--- config.mk ---
export PLATFORM = sky130hd
export DESIGN_NAME = pcie_piso_multilane
export DESIGN_NICKNAME = d
export VERILOG_FILES = /design/src/rtl/pcie_serdes_pkg.sv /design/src/rtl/pcie_piso_lane.sv /design/src/rtl/pcie_piso_multilane.sv
export SDC_FILE = /design/constraint.sdc
export NUM_CORES = 1
export LEC_CHECK = 0
export CELL_PAD_IN_SITES_DETAIL_PLACEMENT = 1
export CELL_PAD_IN_SITES_GLOBAL_PLACEMENT = 1
export CORE_MARGIN = 2
export CORE_UTILIZATION = 47
export DETAILED_ROUTE_END_ITERATION = 7
export GPL_TIMING_DRIVEN = 0
export PLACE_DENSITY_LB_ADDON = 0.05
export RECOVER_POWER = 25
export SYNTH_ARGS = -nofsm -noshare
export SYNTH_HDL_FRONTEND = slang
export SYNTH_SLANG_ARGS = --single-unit
--- constraint.sdc ---
create_clock -name clk -period 2.22 [get_ports clk]
set_input_delay 0.444 -clock clk [delete_from_list [all_inputs] [get_ports clk]]
set_output_delay 0.444 -clock clk [all_outputs]
set_load 0.005 [all_outputs]
--- src/rtl/pcie_serdes_pkg.sv ---
// Shared definitions for the PCIe TX serializer blocks.
//   SYM_WIDTH_DEF / NUM_LANES_DEF : default symbol width and lane count
//   cnt_width()                   : bit counter width for a given symbol width
//   piso_state_e                  : shifter control state (IDLE / SHIFT)
package pcie_serdes_pkg;

    localparam int SYM_WIDTH_DEF = 10;
    localparam int NUM_LANES_DEF = 4;

    // Counter has to hold 0..sym_width-1.
    function automatic int cnt_width(input int sym_width);
        return (sym_width < 2) ? 1 : $clog2(sym_width);
    endfunction

    typedef enum logic {
        IDLE  = 1'b0,
        SHIFT = 1'b1
    } piso_state_e;

endpackage

--- src/rtl/pcie_piso_lane.sv ---
// One lane of the multi-lane PISO: holding register, shift register and
// gated serial output. All sequencing decisions come from the shared
// control in pcie_piso_multilane.
//   clk, reset : clock, synchronous active-high reset (clears both registers)
//   hold_we    : capture sym into the holding register
//   load       : copy holding register into the shifter
//   shift      : advance the shifter one bit toward the output position
//   oe         : output enable; ser is forced low when clear
//   sym        : this lane's incoming symbol
//   ser        : this lane's serial bit
module pcie_piso_lane
    import pcie_serdes_pkg::*;
#(
    parameter int SYM_WIDTH = SYM_WIDTH_DEF,
    parameter bit MSB_FIRST = 1'b1
) (
    input  logic                 clk,
    input  logic                 reset,
    input  logic                 hold_we,
    input  logic                 load,
    input  logic                 shift,
    input  logic                 oe,
    input  logic [SYM_WIDTH-1:0] sym,
    output logic                 ser
);

    localparam int OUT_POS = MSB_FIRST ? SYM_WIDTH - 1 : 0;

    logic [SYM_WIDTH-1:0] hold_q;
    logic [SYM_WIDTH-1:0] shift_q;

    always_ff @(posedge clk) begin
        if (reset) begin
            hold_q  <= '0;
            shift_q <= '0;
        end else begin
            if (hold_we)
                hold_q <= sym;
            if (load)
                shift_q <= hold_q;
            else if (shift)
                // Zero fill so a drained shifter never replays stale bits.
                shift_q <= MSB_FIRST ? {shift_q[SYM_WIDTH-2:0], 1'b0}
                                     : {1'b0, shift_q[SYM_WIDTH-1:1]};
        end
    end

    assign ser = oe & shift_q[OUT_POS];

endmodule

--- src/rtl/pcie_piso_multilane.sv ---
// Multi-lane parallel-in/serial-out TX shifter. Accepts one symbol per lane
// over valid/ready into a one-entry holding buffer and shifts all lanes out
// in lockstep; a queued symbol is reloaded on the last bit so back-to-back
// symbols leave without a gap.
//   clk, reset : clock, synchronous active-high reset
//   enable     : 1 shift, 0 freeze (outputs quiet, hold may still fill)
//   s_valid    : symbol group valid
//   s_ready    : holding buffer empty
//   s_data     : lane i at s_data[i*SYM_WIDTH +: SYM_WIDTH]
//   ser_out    : serial bit per lane
//   ser_oe     : pad drive enable
//   sym_start  : first bit of a symbol on ser_out
//   underrun   : last bit out with nothing queued behind it
//   busy       : shifter active or holding buffer full
module pcie_piso_multilane
    import pcie_serdes_pkg::*;
#(
    parameter int NUM_LANES = NUM_LANES_DEF,
    parameter int SYM_WIDTH = SYM_WIDTH_DEF,
    parameter bit MSB_FIRST = 1'b1
) (
    input  logic                           clk,
    input  logic                           reset,
    input  logic                           enable,
    input  logic                           s_valid,
    output logic                           s_ready,
    input  logic [NUM_LANES*SYM_WIDTH-1:0] s_data,
    output logic [NUM_LANES-1:0]           ser_out,
    output logic                           ser_oe,
    output logic                           sym_start,
    output logic                           underrun,
    output logic                           busy
);

    localparam int              CW       = cnt_width(SYM_WIDTH);
    localparam logic [CW-1:0]   CNT_LAST = CW'(SYM_WIDTH - 1);

    piso_state_e   state;
    piso_state_e   state_nxt;
    logic [CW-1:0] cnt;
    logic          hold_valid;
    logic          accept;
    logic          load;
    logic          shift;

    assign s_ready   = !hold_valid;
    assign accept    = s_valid && s_ready;
    assign ser_oe    = enable && (state == SHIFT);
    assign sym_start = ser_oe && (cnt == '0);
    assign busy      = (state == SHIFT) || hold_valid;

    always_ff @(posedge clk) begin
        if (reset)
            state <= IDLE;
        else
            state <= state_nxt;
    end

    always_comb begin
        state_nxt = state;
        load      = 1'b0;
        shift     = 1'b0;
        underrun  = 1'b0;
        case (state)
            IDLE: begin
                if (enable && hold_valid) begin
                    load      = 1'b1;
                    state_nxt = SHIFT;
                end
            end
            SHIFT: begin
                if (enable) begin
                    if (cnt != CNT_LAST) begin
                        shift = 1'b1;
                    end else if (hold_valid) begin
                        // Zero-bubble reload on the last bit.
                        load = 1'b1;
                    end else begin
                        underrun  = 1'b1;
                        state_nxt = IDLE;
                    end
                end
            end
            default: state_nxt = IDLE;
        endcase
    end

    // Load and accept never coincide: a load needs hold_valid, which blocks s_ready.
    always_ff @(posedge clk) begin
        if (reset) begin
            cnt        <= '0;
            hold_valid <= 1'b0;
        end else begin
            if (load || underrun)
                cnt <= '0;
            else if (shift)
                cnt <= cnt + CW'(1);

            if (load)
                hold_valid <= 1'b0;
            else if (accept)
                hold_valid <= 1'b1;
        end
    end

    for (genvar i = 0; i < NUM_LANES; i++) begin : g_lane
        pcie_piso_lane #(
            .SYM_WIDTH (SYM_WIDTH),
            .MSB_FIRST (MSB_FIRST)
        ) u_lane (
            .clk     (clk),
            .reset   (reset),
            .hold_we (accept),
            .load    (load),
            .shift   (shift),
            .oe      (ser_oe),
            .sym     (s_data[i*SYM_WIDTH +: SYM_WIDTH]),
            .ser     (ser_out[i])
        );
    end

endmodule

; After elaboration in Yosys (flattened, before gate mapping)
; Cells that the tools add are included.
[word_totals]
out_inout_bits = 9
word_cells = 52
regBits = 86
input_bits = 44
[classes]
n_addsub = 1
n_reduce_logical = 11
n_bitwise = 5
eq_ne = 1
muxes = 23
[ops]
columns = cell, count
row1 = two-way mux 10 bit, 8
row2 = two-way mux 1 bit, 13
row3 = adder 4 x 1 -> 4 bit (second input constant), 1
row4 = AND 1 bit, 4
row5 = logical AND 1 bit, 4
row6 = logical NOT 4 bit, 1
row7 = != test 4 bit (second input constant), 1
row8 = case mux 1 bit (2 select lines), 2
row9 = OR reduction 2 bit, 2
row10 = logical OR 1 bit, 2
row11 = nonzero test 2 bit, 1
row12 = logical NOT 1 bit, 1
row13 = inverter 1 bit, 1

; Depth between registers and ports, before layout
; Gate-level depths: netlist of run 1.
[depth]
word_depth = 6
depth_mapped = 7
depth_no_buf = 5

; Modules after synthesis
; Synthesis of run 1 repeated with hierarchy kept, for this count alone.
[unflattened]
cells_unflattened = 351
hier_area_um2 = 3604.7
[by_module_without_submodules]
columns = module, area_per_inst_um2, n_inst, cells_per_inst, seq_area_each_um2
row1 = pcie_piso_lane, 810.8, 4, 77, 400.4
row2 = pcie_piso_multilane, 361.6, 1, 43, 120.1

; Least setup slack after synthesis of run 1
; No wires, ideal clock.
[synth_timing]
path_kind = register to output
start = reg cnt[0]
end = out underrun
path_buffers = 2
required_ps = 1776
path_stages_with_launch = 6
arrival_time_ps = 1135
setup_slack_ps = 641
path_cell_list = dfxtp_1 ha_1 nand4bb_1 buf_2 buf_2 nor2_1
[synth_via]
elab_chain_len = 4
[synth_rtl]
columns = item, line_no
row1 = from (decl), pcie_piso_multilane.sv:40  ; logic [CW-1:0] cnt;
row2 = from (signal assigned), pcie_piso_multilane.sv:97  ; cnt <= cnt + CW'(1);
row3 = != test 4 bit, pcie_piso_multilane.sv:73  ; if (cnt != CNT_LAST) begin
row4 = two-way mux 1 bit, pcie_piso_multilane.sv:73
row5 = two-way mux 1 bit, pcie_piso_multilane.sv:72  ; if (enable) begin
row6 = two-way mux 1 bit, pcie_piso_multilane.sv:64  ; case (state)
row7 = to (decl), pcie_piso_multilane.sv:31  ; output logic underrun,
; No other way between the ends.

; Worst setup path in the final report of run 1
[layout_timing]
start = reg state
end = out busy
[layout_via]
elab_chain_len = 1
[layout_rtl]
columns = item, line_no
row1 = from (decl), pcie_piso_multilane.sv:38  ; piso_state_e state;
row2 = from (signal assigned), pcie_piso_multilane.sv:56  ; state <= state_nxt;
row3 = logical OR 1 bit, pcie_piso_multilane.sv:50  ; assign busy = (state == SHIFT) || hold_valid;
row4 = to (decl), pcie_piso_multilane.sv:32  ; output logic busy
; No other way between the ends.

==> results of run 1 <==
[layer usage]
| metal | up-vias | part of all wire | global-route usage |
|---|---|---|---|
| li1 | 2043 | - | - |
| met1 | 2168 | 0.45 | 0.345 |
| met2 | 89 | 0.50 | 0.484 |
| met3 | 20 | 0.031 | 0.0346 |
| met4 | 0 | 0.018 | 0.0930 |
| met5 | - | 0 | 0 |
[cell families after synthesis]
group / share of synthesized area
muxes: 0.0721
AOI/OAI and AO/OA: 0.284
buffers and inverters: 0.0788
and+or+nand+nor: 0.203
adders and majority gates: 0.00773
DFF: 0.354
[timing repair]
action / CTS / global route
setup endpoints to repair: 8 / 4
buffers inserted: 1 / 0
resized for setup: 20 / 6
gates cloned: 0 / 0
[state kept, by name, indices dropped and copies added, names as in the netlist]
| register | count |
|---|---|
| hold_valid | 1 |
| cnt | 4 |
| state | 1 |
| g_lane.u_lane.shift_q | 40 |
| g_lane.u_lane.hold_q | 40 |
[stage by stage]
stage	total power, mW	TNS [ps]
2_1_floorplan	2.19	0
3_3_place_gp	2.39	-1670
3_5_place_dp	2.43	-1790
4_1_cts	3.96	0
5_1_grt	4.10	0
6_report	3.96	0
[final timing paths]
kind	depth (start not counted)	slack (ps)	from	end
min	2	410	reset	g_lane[3].u_lane.hold_q[0]
max	5	60	state	busy
max reg2reg	6	170	cnt[1]	g_lane[2].u_lane.shift_q[6]
min reg2reg	2	470	g_lane[2].u_lane.hold_q[8]	g_lane[2].u_lane.hold_q[8]
[layout make-up]
| type | count | area share |
|---|---|---|
| flip-flops and latches | 86 | 0.295 |
| clock inverters | 5 | 0.0221 |
| plain buffers | 56 | 0.0606 |
| well taps | 136 | 0.0291 |
| repair buffers | 52 | 0.0867 |
| multi-input cells | 377 | 0.474 |
| clock buffers | 11 | 0.0259 |
| inverters | 10 | 0.00643 |
[power groups by stage]
stage / logic (mW) / registers [mW] / clock network (mW)
CTS: 0.674 / 1.73 / 1.56
detailed placement: 0.665 / 1.76 / 0
global route: 0.735 / 1.74 / 1.62
floorplan: 0.453 / 1.73 / 0
global placement: 0.639 / 1.75 / 0
finish: 0.676 / 1.73 / 1.55
[layout by cell type (no fill, tap or decap), drive strengths merged, types with 2 or more instances in the layout]
cell type      netlist  layout
buf                 40      35
mux2i               35      35
dfxtp               86      86
clkbuf              16      34
inv                 10      10
nand2               88      88
a21oi               78      78
a22o                 4       4
ha                   3       3
o221ai              35      35
nand3                4       4
bufinv               0       4
or2b                 4       4
nand2b              32      32
nor2                 7       7
nand3b              37      37
clkdlybuf4s50        0      47
a221oi               4       4
nor4b                2       2
dlygate4sd2          0       2
a211oi              32      32
==> summary.md, run 1 <==
- **status** completed
- **slew at the pin closest to its max-slew limit** 652 ps
- **maximum number of pins on one net before global-route repair** 15
- **type of origin of the critical path** flop
- **required time of the critical path** 1780 ps
- **number of unique standard cell types used by synthesis** 40
- **placeable core region** 10200 um^2
- **worst skew pair latency** 380 ps
- **number of fillers in the final layout** 1184
- **Post-Place Setup Slack** -393 ps
- **horizontal extent of the die** 106 um
- **number of hold-repair buffers added at the cts stage** 0
- **sequential cell area** 1730 um^2
- **final count of hold timing violations** 0
- **wire length reported by the detailed router** 14900 um
- **cell family with the largest share of critical-path delay** buffers and inverters
- **switching share of total power** 0.275
- **vertical die dimension** 106 um
- **cell count after placement** 716
- **I/O Buffers** 51
- **final net count** 639
- **Crit path top cell by count** sky130_fd_sc_hd__buf_6
- **setup repair after global routing missed its margin** no
- **buffer levels on the longest clock path** 2
- **path class of the lowest-slack min-delay path** in2reg
- **Peak supply drop** 305 uV
- **layout cell share with drive strength beyond 1** 0.214
- **clock buffers created by TritonCTS** 9
- **count of mapped cells out of synthesis** 529
- **top cells by count, synth** sky130_fd_sc_hd__nand2_1, sky130_fd_sc_hd__dfxtp_1, sky130_fd_sc_hd__a21oi_1
- **via count of the first global-routing pass** 4572
- **arrival time at the worst endpoint** 1710 ps
- **clock skew after layout** 11.1 ps
- **CP max stage delay** 320 ps
- **Max Slew Vio Count** 0
- **yosys synthesis warning count** 0
- **Final setup viols** 0
- **most area-consuming cells after synthesis** sky130_fd_sc_hd__dfxtp_1, sky130_fd_sc_hd__o221ai_2, sky130_fd_sc_hd__a21oi_1
- **antenna cells** 0
- **area taken by multi-input logic gates** 2770 um^2
- **total global-route track usage** 0.275
- **switching pwr** 1.09 mW
- **highest clock frequency the design can meet** 464 MHz
- **DR vias** 4320
- **antenna violations before repair** 0
- **critical setup path kind** reg2out
- **internal portion of total power** 2.87 mW
- **estimated wirelength of the detail-placed design** 10200 um
- **Num Clock Sinks** 86
- **layout-stage area growth over the synthesis result** 20.2%
- **Most used DFF post-synth** sky130_fd_sc_hd__dfxtp_1
- **Pre-antenna DRT Iters** 4
- **Ports** 53
- **most instantiated library cell after synthesis** sky130_fd_sc_hd__nand2_1
- **remaining antenna violation count after routing** 0
- **async set or reset register ratio after synthesis** 0
- **Cell Area, Placed** 5540 um^2
- **post-synth top area share** 0.354
- **TritonCTS clock tree** yes
- **# H-tree levels** 3
- **clock network fraction of total power** 0.392
- **proportion of synthesized chip area in sequential cells** 0.354
- **P_leak** 2.21 nW
- **die area** 11200 um^2
- **number of synthesized flops with an enable pin** 0
- **Routed wire per std cell** 20.4 um
- **minimum hold slack** 410 ps
- **power density of the placed cells** 678 nW/um^2
- **Critical Path Sink Type** output pin
- **Detailed Route Iter0 Violations** 243
- **Initial Utilization** 0.477
- **clock-pin slew of the registers on the worst-case setup and hold paths** 100 ps
- **max-cap viol count** 0
- **part of the cycle the worst path needs** 0.971
- **synthesized area** 4860 um^2
- **syn_nets** 576
- **first-pass GRT wire length** 24000 um
- **Critical-path top delay cell** sky130_fd_sc_hd__dfxtp_1
- **Max Fanout on Critical Path** 10
- **Residual DRC** 0
- **relative slew slack** 0.565
- **Comb power frac** 0.171
- **cell type with the largest total area after synthesis** sky130_fd_sc_hd__dfxtp_1
- **final weighted congestion of routability-driven global placement** 0.855
- **via-per-instance ratio** 5.89
- **worst path cell trace** buf_6 -> buf_6 -> buf_4 -> or2_2 -> dlygate4sd2_1
- **relative contribution of sequential cells to total power** 0.437
- **flip-flop and latch count after synthesis** 86
- **library cell used as clock root buffer** sky130_fd_sc_hd__clkbuf_8
- **buffering stage count on the worst path with inverters included** 4
- **final core area utilization** 0.574
- **final worst setup slack** 64.7 ps
- **Non-Filler Instances** 733
- **row count** 37
- **total non-filler cell area in the finished layout** 5840 um^2
- **sum of overflow across all layers after global routing** 0
- **syn_area_per_cell** 9.18 um^2
- **final worst path period need** 2160 ps
No activity file was read; power rests on OpenSTA's default activity.
==> run 2: changes to the inputs <==
--- a/config.mk
+++ b/config.mk
@@ -10,7 +10,6 @@
 export CORE_MARGIN = 2
 export CORE_UTILIZATION = 47
 export DETAILED_ROUTE_END_ITERATION = 7
-export GPL_TIMING_DRIVEN = 0
 export PLACE_DENSITY_LB_ADDON = 0.05
 export RECOVER_POWER = 25
 export SYNTH_ARGS = -nofsm -noshare
==> run 2 against run 1 <==
Flip-flop and latch count unchanged. Cell count decreased by 3.7%. Largest cell class unchanged. Fmax decreased by 0.48%. Critical path depth unchanged.
==> summary.md, run 2 (synthesized netlist as in run 1, its figures left out) <==
- **sum of internal, switching and leakage power** 3.53 mW, -11%
- **estimated wirelength of the detail-placed design** 8510 um, -17%
- **critical setup path kind** in2out
- **Num Clock Sinks** 86, unchanged
- **horizontal extent of the die** 106 um, unchanged
- **Residual DRC** 0, unchanged
- **via count of the first global-routing pass** 4318, -5.6%
- **final-layout setup total negative slack** 0 ps, unchanged
- **Initial Utilization** 0.477, unchanged
- **CP max stage delay** 500 ps, +180 ps
- **DR vias** 4146, -4.0%
- **arrival time at the worst endpoint** 1720 ps, about the same
- **remaining antenna violation count after routing** 0, unchanged
- **max-cap viol count** 0, unchanged
- **clock-pin slew of the registers on the worst-case setup and hold paths** 90 ps, about the same
- **placeable core region** 10200 um^2, unchanged
- **part of the cycle the worst path needs** 0.976, +0.00470
- **number of fillers in the final layout** 1180, -0.34%
- **I/O Buffers** 52, +2.0%
- **Pre-antenna DRT Iters** 4, unchanged
- **# H-tree levels** 3, unchanged
- **antenna violations before repair** 0, unchanged
- **die area** 11200 um^2, unchanged
- **via-per-instance ratio** 5.87, -0.36%
- **count of cells resized by post-cts repair** 8, -60%
- **commonest non-fill, non-tap cell in the layout** sky130_fd_sc_hd__nand2_1
- **Final setup viols** 0, unchanged
- **first-pass GRT wire length** 21900 um, -8.6%
- **Crit path top cell by count** sky130_fd_sc_hd__clkdlybuf4s50_1
- **clock buffers created by TritonCTS** 9, unchanged
- **cell family with the largest share of critical-path delay** buffers and inverters
- **buffering stage count on the worst path with inverters included** 4, unchanged
- **Max Slew Vio Count** 0, unchanged
- **vertical die dimension** 106 um, unchanged
- **Routed wire per std cell** 18.5 um, -9.5%
- **total global-route track usage** 0.246, -0.0281
- **required time of the critical path** 1780 ps, about the same
- **power density of the placed cells** 617 nW/um^2, -8.9%
- **P_leak** 2.20 nW, -0.51%
- **most used cells in the layout excluding fill and tap cells** sky130_fd_sc_hd__nand2_1, sky130_fd_sc_hd__dfxtp_1, sky130_fd_sc_hd__a21oi_1
- **highest clock frequency the design can meet** 462 MHz, -0.48%
- **sum of overflow across all layers after global routing** 0, unchanged
- **Critical-path top delay cell** sky130_fd_sc_hd__clkdlybuf4s50_1
- **layout-stage area growth over the synthesis result** 17.7%
- **number of hold-repair buffers added at the cts stage** 0, unchanged
- **number of buffers inserted to repair setup after CTS** 0, -1
- **Critical Path Sink Type** output pin
- **layout cell share with drive strength beyond 1** 0.205, -0.00914
- **maximum number of pins on one net before global-route repair** 41, +26
- **slew at the pin closest to its max-slew limit** 785 ps, +134 ps
- **worst skew pair latency** 390 ps, about the same
- **path class of the lowest-slack min-delay path** reg2reg
- **row count** 37, unchanged
- **final net count** 612, -4.2%
- **Detailed Route Iter0 Violations** 103, -58%
- **registers with the most flip-flops** g_lane.u_lane.hold_q: 40 flops, g_lane.u_lane.shift_q: 40 flops, cnt: 4 flops
- **final weighted congestion of routability-driven global placement** 0.745, -13%
- **setup repair after global routing missed its margin** no
- **clock skew after layout** 11.4 ps, +0.335 ps
- **Peak supply drop** 441 uV, +44%
- **Ports** 53, unchanged
- **final worst path period need** 2170 ps, +10.4 ps
- **Max Fanout on Critical Path** 8, -2
- **TritonCTS clock tree** yes
- **antenna cells** 0, unchanged
- **type of origin of the critical path** primary input
- **worst path cell trace** clkdlybuf4s50_1 -> nand2_2 -> buf_4 -> inv_2 -> clkdlybuf4s50_1
- **status** completed
- **relative slew slack** 0.476, -0.0890
- **library cell used as clock root buffer** sky130_fd_sc_hd__clkbuf_8
- **buffer levels on the longest clock path** 2, unchanged
- **wire length reported by the detailed router** 13000 um, -13%
- **final count of hold timing violations** 0, unchanged
[run 2: cell count changes in the layout (fill, tap and decap cells not counted), moves of 3 or more]
cell,previous run,this run
sky130_fd_sc_hd__buf_2,18,0
sky130_fd_sc_hd__clkbuf_2,5,1
sky130_fd_sc_hd__nor2_1,3,6
sky130_fd_sc_hd__clkinvlp_4,0,3
sky130_fd_sc_hd__buf_6,4,0
sky130_fd_sc_hd__nor2_2,3,0
sky130_fd_sc_hd__clkbuf_1,18,1
sky130_fd_sc_hd__bufinv_16,4,1
sky130_fd_sc_hd__buf_12,3,7
sky130_fd_sc_hd__buf_4,10,20
[run 2: metal layers]
layer,global-route usage,share of wire,vias to the layer above
met5,0,0,-
met4,0.0611,0.012,0
met3,0.0569,0.040,17
met2,0.426,0.50,79
met1,0.310,0.45,2069
li1,-,-,1981
[run 2: area by class of cell]
type / count / area, um^2 / area share
flip-flops and latches: 86 / 1720 / 0.302
clock inverters: 7 / 75.1 / 0.0131
multi-input cells: 377 / 2770 / 0.484
well taps: 136 / 170 / 0.0298
clock buffers: 9 / 124 / 0.0217
inverters: 10 / 37.5 / 0.00656
repair buffers: 81 / 820 / 0.143
[run 2: final timing paths]
kind	endpoint	depth (start not counted)	startpoint	slack (ps)
worst max-delay path	ser_oe	5	enable	50
worst max register to register	g_lane[1].u_lane.shift_q[9]	6	cnt[1]	340
worst min register to register	g_lane[0].u_lane.hold_q[0]	2	g_lane[0].u_lane.hold_q[0]	460
worst min-delay path	g_lane[0].u_lane.hold_q[0]	2	g_lane[0].u_lane.hold_q[0]	460
[run 2: worst reg2reg max path: stages, from the launching register on]
cell and delay (ps):
sky130_fd_sc_hd__dfxtp_1 430, sky130_fd_sc_hd__inv_2 80, sky130_fd_sc_hd__ha_4 180, sky130_fd_sc_hd__nand4bb_1 120, sky130_fd_sc_hd__buf_4 400, sky130_fd_sc_hd__nand2_1 270, sky130_fd_sc_hd__a221oi_2 330
[run 2: through the flow]
step                cell area, um^2  hold WS, ps  setup slack, ps  utilization  cells
floorplan                      4860          434              641            -    529
global placement               5510          449            -48.4        0.541    690
detailed placement             5510          451            -75.9        0.541    690
CTS                            5720          464             8.16        0.562    706
global route                   5720          489             19.8        0.561    706
finish                         5720          463             54.2        0.561    706
[run 2: where the power goes]
part / switching, mW / internal [mW]
clock network: 0.614 / 0.521
registers: 0.0798 / 1.65
logic: 0.350 / 0.319
total: 1.04 / 2.49
==> run 3: changes to the inputs <==
--- a/config.mk
+++ b/config.mk
@@ -10,6 +10,7 @@
 export CORE_MARGIN = 2
 export CORE_UTILIZATION = 47
 export DETAILED_ROUTE_END_ITERATION = 7
+export HOLD_SLACK_MARGIN = 0.08
 export PLACE_DENSITY_LB_ADDON = 0.05
 export RECOVER_POWER = 25
 export SYNTH_ARGS = -nofsm -noshare
==> results of run 3 <==
The final DEF is identical to that of run 2; final timing and power are the same.
